File: config.mk
export PLATFORM = sky130hd
export DESIGN_NAME = irq_sequencer
export DESIGN_NICKNAME = d
export VERILOG_FILES = /design/src/rtl/irq_sequencer.sv
export SDC_FILE = /design/constraint.sdc
export NUM_CORES = 1
export LEC_CHECK = 0
export CORE_AREA = 2 2 78 50
export CTS_CLUSTER_DIAMETER = 40
export DETAILED_ROUTE_END_ITERATION = 8
export DIE_AREA = 0 0 80 52
export PLACE_DENSITY = 0.9
export SLEW_MARGIN = 20
export SYNTH_ARGS = -nofsm -noshare
export SYNTH_HDL_FRONTEND = slang
export SYNTH_SLANG_ARGS = --single-unit
export TNS_END_PERCENT = 20
File: constraint.sdc
create_clock -name clk -period 2.3 [get_ports clk]
set_clock_uncertainty 0.15 [all_clocks]
set_input_delay 0.46 -clock clk [delete_from_list [all_inputs] [get_ports clk]]
set_output_delay 0.46 -clock clk [all_outputs]
set_load 0.005 [all_outputs]
File: src/rtl/irq_sequencer.sv
// Four-source interrupt sequencer: pending latch, mask, fixed-priority take, reti return.
// Optional IRQ_NEST_EN adds strict-priority preemption with a 4-deep return stack.
module irq_sequencer #(
    parameter int unsigned     PC_W        = 10,
    parameter logic [PC_W-1:0] VEC_TIMER   = 10'h3FA,
    parameter logic [PC_W-1:0] VEC_EXC     = 10'h3FB,
    parameter logic [PC_W-1:0] VEC_PORT    = 10'h3FC,
    parameter logic [PC_W-1:0] VEC_SYSCALL = 10'h3FD
) (
    input  logic            clk,
    input  logic            reset,
    input  logic            req_exc,
    input  logic            req_port,
    input  logic            req_syscall,
    input  logic            req_timer,
    input  logic            mask_we,
    input  logic [3:0]      mask_wdata,
    input  logic [PC_W-1:0] pc_cur,
    input  logic            stall,
    input  logic            reti,
    output logic            irq_take,
    output logic [PC_W-1:0] vec_out,
    output logic            ret_valid,
    output logic [PC_W-1:0] ret_pc,
    output logic [3:0]      pending,
    output logic [3:0]      in_service,
    output logic            busy
);
    localparam int unsigned SRC_W = 4;

    typedef enum logic [1:0] {IDLE, TAKE, SERVICE, RETURN} state_t;

    state_t            state_q, state_d;
    logic [SRC_W-1:0]  pending_q, mask_q, in_service_q, win_q;
    logic [SRC_W-1:0]  eligible_c, win_c, top_src_c;
    logic [PC_W-1:0]   vec_out_q, ret_pc_q, top_pc_c;
    logic              irq_take_q, ret_valid_q, busy_q;
    logic              preempt_c, more_c;

    function automatic logic [PC_W-1:0] vec_of(input logic [SRC_W-1:0] s);
        if (s[3]) return VEC_EXC;
        if (s[2]) return VEC_PORT;
        if (s[0]) return VEC_TIMER;
        return VEC_SYSCALL;
    endfunction

    // Exceptions bypass the mask; priority exc > port > timer > syscall
    always_comb begin
        eligible_c = pending_q & (mask_q | 4'b1000);
        win_c      = '0;
        if      (eligible_c[3]) win_c = 4'b1000;
        else if (eligible_c[2]) win_c = 4'b0100;
        else if (eligible_c[0]) win_c = 4'b0001;
        else if (eligible_c[1]) win_c = 4'b0010;
    end

`ifdef IRQ_NEST_EN
    localparam int unsigned STK_D = 4;
    localparam int unsigned PTR_W = 3;

    logic [PC_W-1:0]  pc_stk_q  [STK_D];
    logic [SRC_W-1:0] src_stk_q [STK_D];
    logic [PTR_W-1:0] depth_q;
    logic [1:0]       top_idx_c;

    function automatic logic [2:0] rank(input logic [SRC_W-1:0] s);
        if (s[3]) return 3'd4;
        if (s[2]) return 3'd3;
        if (s[0]) return 3'd2;
        if (s[1]) return 3'd1;
        return 3'd0;
    endfunction

    assign top_idx_c = 2'(depth_q - PTR_W'(1));
    assign top_pc_c  = pc_stk_q[top_idx_c];
    assign top_src_c = src_stk_q[top_idx_c];
    assign more_c    = depth_q > PTR_W'(1);
    assign preempt_c = (win_c != '0) && !stall && (rank(win_c) > rank(in_service_q));

    // Each take pushes the interrupted PC and the source it preempted (none from IDLE)
    always_ff @(posedge clk) begin
        if (reset) begin
            depth_q <= '0;
            for (int i = 0; i < STK_D; i++) begin
                pc_stk_q[i]  <= '0;
                src_stk_q[i] <= '0;
            end
        end else if (state_q == TAKE) begin
            pc_stk_q[depth_q[1:0]]  <= pc_cur;
            src_stk_q[depth_q[1:0]] <= in_service_q;
            depth_q                 <= depth_q + PTR_W'(1);
        end else if (state_q == RETURN) begin
            depth_q <= depth_q - PTR_W'(1);
        end
    end
`else
    logic [PC_W-1:0] saved_pc_q;

    assign top_pc_c  = saved_pc_q;
    assign top_src_c = '0;
    assign more_c    = 1'b0;
    assign preempt_c = 1'b0;

    always_ff @(posedge clk) begin
        if (reset)                saved_pc_q <= '0;
        else if (state_q == TAKE) saved_pc_q <= pc_cur;
    end
`endif

    always_ff @(posedge clk) begin
        if (reset) state_q <= IDLE;
        else       state_q <= state_d;
    end

    always_comb begin
        state_d = state_q;
        case (state_q)
            IDLE:    if (win_c != '0 && !stall) state_d = TAKE;
            TAKE:    state_d = SERVICE;
            SERVICE: begin
                if (reti)           state_d = RETURN;
                else if (preempt_c) state_d = TAKE;
            end
            RETURN:  state_d = more_c ? SERVICE : IDLE;
            default: state_d = IDLE;
        endcase
    end

    // Registered datapath; strobes are asserted in the same cycle the FSM enters TAKE/RETURN
    always_ff @(posedge clk) begin
        if (reset) begin
            pending_q    <= '0;
            mask_q       <= 4'b1111;
            in_service_q <= '0;
            win_q        <= '0;
            vec_out_q    <= '0;
            ret_pc_q     <= '0;
            irq_take_q   <= 1'b0;
            ret_valid_q  <= 1'b0;
            busy_q       <= 1'b0;
        end else begin
            pending_q   <= (pending_q & ~((state_q == TAKE) ? win_q : 4'b0000))
                         | {req_exc, req_port, req_syscall, req_timer};
            if (mask_we) mask_q <= mask_wdata;
            irq_take_q  <= (state_d == TAKE);
            ret_valid_q <= (state_d == RETURN);
            busy_q      <= (state_d != IDLE);
            if (state_d == TAKE && state_q != TAKE) begin
                win_q     <= win_c;
                vec_out_q <= vec_of(win_c);
            end
            if (state_d == RETURN && state_q != RETURN) ret_pc_q <= top_pc_c;
            if (state_q == TAKE)        in_service_q <= win_q;
            else if (state_q == RETURN) in_service_q <= top_src_c;
        end
    end

    assign irq_take   = irq_take_q;
    assign vec_out    = vec_out_q;
    assign ret_valid  = ret_valid_q;
    assign ret_pc     = ret_pc_q;
    assign pending    = pending_q;
    assign in_service = in_service_q;
    assign busy       = busy_q;
endmodule

Word level (Yosys, flattened, before mapping) --
Cells that the tools add are included.
Cells by class: reductions and logical operators 8, mux-type cells 28, bitwise operators 4, eq/ne operators 7
Operators with widths (count):
- $mux 10 | 6
- $mux 4 | 5
- $mux 1 | 12
- $and 4x4->4 | 2
- $mux 2 | 4
- $pmux 2 s4 | 1
- $eq 2x2->1 const B | 3
- $eq 2x1->1 const B | 2
- $not 4->4 | 1
- $or 4x4->4 | 1
- $reduce_bool 2->1 | 2
- $reduce_bool 4->1 | 1
- $logic_and 1x1->1 | 3
- $logic_not 2->1 | 1
- $ne 2x1->1 const B | 1
- $ne 2x2->1 const B | 1
- $logic_not 1->1 | 1
Word-level totals: word-level logic and storage cells 58, bits in registers 50, output and inout bits 31, input port bits 23

Logic depth before layout (Yosys ltp) --
word-level depth 23, gate-level depth with buffers 6, depth with buffers taken out 4

Worst setup path after synthesis --
Ideal clock, no wire load.
path kind reg-to-reg, from register pending_q[0] (netlist: pending[0]), to register state_q[0], setup time 0.120 ns, period minus slack after synthesis 1.441 ns, setup slack 0.859 ns, data arrival time 1.171 ns, cell stages (with the launch flop) 5, cell sequence dfxtp_1 > a221o_1 > o21ai_4 > nor2_2 > or2_1
On the way: longest elaborated chain between the ends 8
Ends and longest elaborated chain:
- start: declaration | RTL line 34 | logic [SRC_W-1:0] pending_q, mask_q, in_service_q, win_q;
- start signal: assignment | RTL line 142 | pending_q <= (pending_q & ~((state_q == TAKE) ? win_q : 4'b0000))
- $and 4x4->4 | RTL line 49 | eligible_c = pending_q & (mask_q | 4'b1000);
- $mux 2 | RTL line 53 | else if (eligible_c[0]) win_c = 4'b0001;
- $mux 4 | RTL line 52 | else if (eligible_c[2]) win_c = 4'b0100;
- $mux 4 | RTL line 51 | if (eligible_c[3]) win_c = 4'b1000;
- $reduce_bool 4->1 | RTL line 118 | IDLE: if (win_c != '0 && !stall) state_d = TAKE;
- $logic_and 1x1->1 | RTL line 118
- $mux 2 | RTL line 118
- $pmux 2 s4 | RTL line 117 | case (state_q)
- end signal: assignment | RTL line 112 | else state_q <= state_d;
- end: declaration | RTL line 33 | state_t state_q, state_d;
No other way between the ends. A chain may end at the register's enable or synchronous reset.

Final worst setup path --
from register pending_q[3] (netlist: pending[3]), to output port pending[3]
RTL lines:
- end: declaration | RTL line 25 | output logic [3:0] pending,
No word-level cell between the ends.

==> out/results.ini <==
[clock_tree]
cts_num_sinks = 44
root_buffer = clkbuf_8
cts_buffers = 5
clk_latency_ns = 0.28
post-cts-setup-buffers = 0
cts_resized = 0
cts_htree_levels = 2
clock_path_buffers = 2
cts_hold_buf = 0
clk_pin_slew_ns = 0.08
cts_tree = done

[floorplanning]
io_pins = 54
dieArea_mm2 = 0.00416
die_w_um = 80
rows = 17
core_mm2 = 0.00349
die_h_um = 52
floorplan.initialDensity_pct = 46.3

[logic_synthesis]
muxShareOfSynthArea_pct = 0
synth_xor_area_share_pct = 0
synthAdderAreaFrac_pct = 0
synth_async_sr_flop_share_pct = 0
ys.flop_type = dfxtp_1
synth_compound_area_share_pct = 17.5
yosys.cell_types.count = 29
synth_top_family_by_area = simple AND/OR/NAND/NOR gates
synth_fp_nets = 208
syn_inst = 185
synth_warnings = 0
syn-cell-area_mm2 = 0.00161
ys_seq_elements = 44
synthSimpleGateAreaFrac_pct = 21.3
syn_avg_cell_area_um2 = 8.72
synth-edff-count = 0
yosysSeqAreaShare_pct = 54.6

[final_layout]
nNetsFinal = 253
final_cells = 278
drive_gt1_share_pct = 6.06
final_util_pct = 64.2
final_cell_mix = clkdlybuf4s50_1 (52), nand2_1 (47), dfxtp_1 (44), a21oi_1 (33), nor2_1 (8)
syn2layout_area_growth_pct = 38.8
final_common_cell = clkdlybuf4s50_1
diodes = 0

[timing]
setup_slack_ns = 0.349
setup_viol = 0
worst_pin_slew_ns = 0.504
rsz0062_at_grt = false
period_needed_ns = 1.95
period_share_pct = 84.8
fmax_mhz = 512
hold_viol_final = 0
whs_ns = 0.301
slew_violations = 0
slew_headroom_pct = 66.1
tns_ns = 0

[hold_path]
holdPathStages = 2
hp-class = reg2reg
hold_start = saved_pc_q[8]$_SDFFE_PP0P_
worstHoldEndpoint = ret_pc[8]$_SDFFE_PP0P_

[setup_path]
worstPathRequired_ns = 1.69
reg2regPathDepth = 4
r2r_setup_slack_ns = 0.57
reg2reg_to = pending[3]$_SDFF_PP0_
crit_family = buffers and inverters
crit_buf_inv = 1
critPathKind = reg2out
startpoint_type = register
crit_path_cell_trace = clkdlybuf4s50_1
cp_slowest_cell = clkdlybuf4s50_1
arrival_ns = 1.34
crit_path_end_kind = output pin
cp_max_fo = 7
regToRegStartpoint = state_q[0]$_SDFF_PP0_
slowest_delay_ns = 0.56

[power_and_ir_drop]
p_per_area_mw_per_mm2 = 752
seq_power_share_pct = 49.8
leakage_nw = 0.798
vdd_ir_drop_max_v = 0.000452
share_comb_of_total_power_pct = 13.3
switching_power_mw = 0.371
cellInternalPower_mw = 1.31
switching_share_pct = 22.0
p_clk_share_pct = 37.0

[route]
viasPerCell = 4.89
drc = 0
ant_nets = 0
drt-total-wl_um = 3360
first_pass_iters = 4
wl_per_cell_um = 12.1
drt_iter0_markers = 68
vias = 1360

[global_routing]
overflow = 0
grt_pass1_wl_um = 5540
grt_max_degree = 24
antenna_found_initial = 0
grt_usage_pct = 17.5
grt_pass1_vias = 1186

[place]
dp_cells = 270
post-place-ws_ns = 0.393
gp_congestion = 0.777
portBuffers = 52
dpl.hpwl_um = 2460

[job]
max-cap-violations = 0

[run_status]
status = finished, final reports clean

[cell type report]
class | count | area (µm²)
clock buffer | 7 | 96.3
multi-input combinational | 122 | 627
inverter | 3 | 11.3
clock inverter | 1 | 30.0
fill | 319 | 1250
timing repair buffer | 54 | 536
tap | 47 | 58.8
sequential | 44 | 881
[routing by layer]
metal / vias up / track usage, % / wire length [µm]
li1: 696 / - / -
met1: 628 / 23.3 / 1620
met2: 36 / 27.2 / 1530
met3: 0 / 6.42 / 212
met4: 0 / 3.95 / 0
met5: - / 0 / 0
[how the worst max path moves through the flow]
stage / slack (ns) / cells after the start / to / start
2_1_floorplan: 0.86 / 4 / state_q[0]$_SDFF_PP0_ / pending[0]$_SDFF_PP0_
3_3_place_gp: 0.41 / 5 / win_q[0]$_SDFFE_PP0P_ / stall
4_1_cts: 0.36 / 1 / vec_out[6] / vec_out[8]$_SDFFE_PP0P_
5_1_grt: 0.30 / 1 / pending[3] / pending[3]$_SDFF_PP0_
3_5_place_dp: 0.39 / 5 / win_q[0]$_SDFFE_PP0P_ / stall
6_report: 0.35 / 1 / pending[3] / pending[3]$_SDFF_PP0_
[per-stage QoR]
| stage | total power [mW] | area (µm²) |
|---|---|---|
| floorplan | 0.975 | 1610 |
| global placement | 1.07 | 2110 |
| detailed placement | 1.08 | 2110 |
| CTS | 1.71 | 2240 |
| global route | 1.76 | 2240 |
| finish | 1.68 | 2240 |
[registers in the layout, summed over array words and instances (netlist names)]
register and flops:
ret_valid 1, vec_out 4, irq_take 1, state_q 2, in_service 4, ret_pc 10
win_q 4, saved_pc_q 10, busy 1, mask_q 3, pending 4
[power groups by stage]
stage | sequential [mW] | combinational (mW) | clock (mW)
floorplan | 0.846 | 0.129 | 0
global placement | 0.853 | 0.220 | 0
detailed placement | 0.856 | 0.225 | 0
CTS | 0.838 | 0.226 | 0.640
global route | 0.844 | 0.250 | 0.668
finish | 0.838 | 0.223 | 0.622
[synth_stat cells (all sizes together), types with 3 or more instances]
library cell,n,share of area [%]
inv,3,0.70
buf,12,5.0
nor2b,3,1.2
nand2,47,11
o21ai,3,1.6
a21oi,33,10
clkbuf,4,0.93
a211o,3,1.6
nor2,10,2.6
dfxtp,44,55
nand2b,7,2.7
[cell families after synthesis]
| group | Yosys count |
|---|---|
| simple gates | 75 |
| compound gates | 47 |
| flops | 44 |
| buf+inv | 19 |
[worst min-delay path: stages (launching register included)]
cell and delay [ns]:
dfxtp_1 0.31, nand2_1 0.05, a21oi_1 0.05
(Power assumes the default switching activity.)
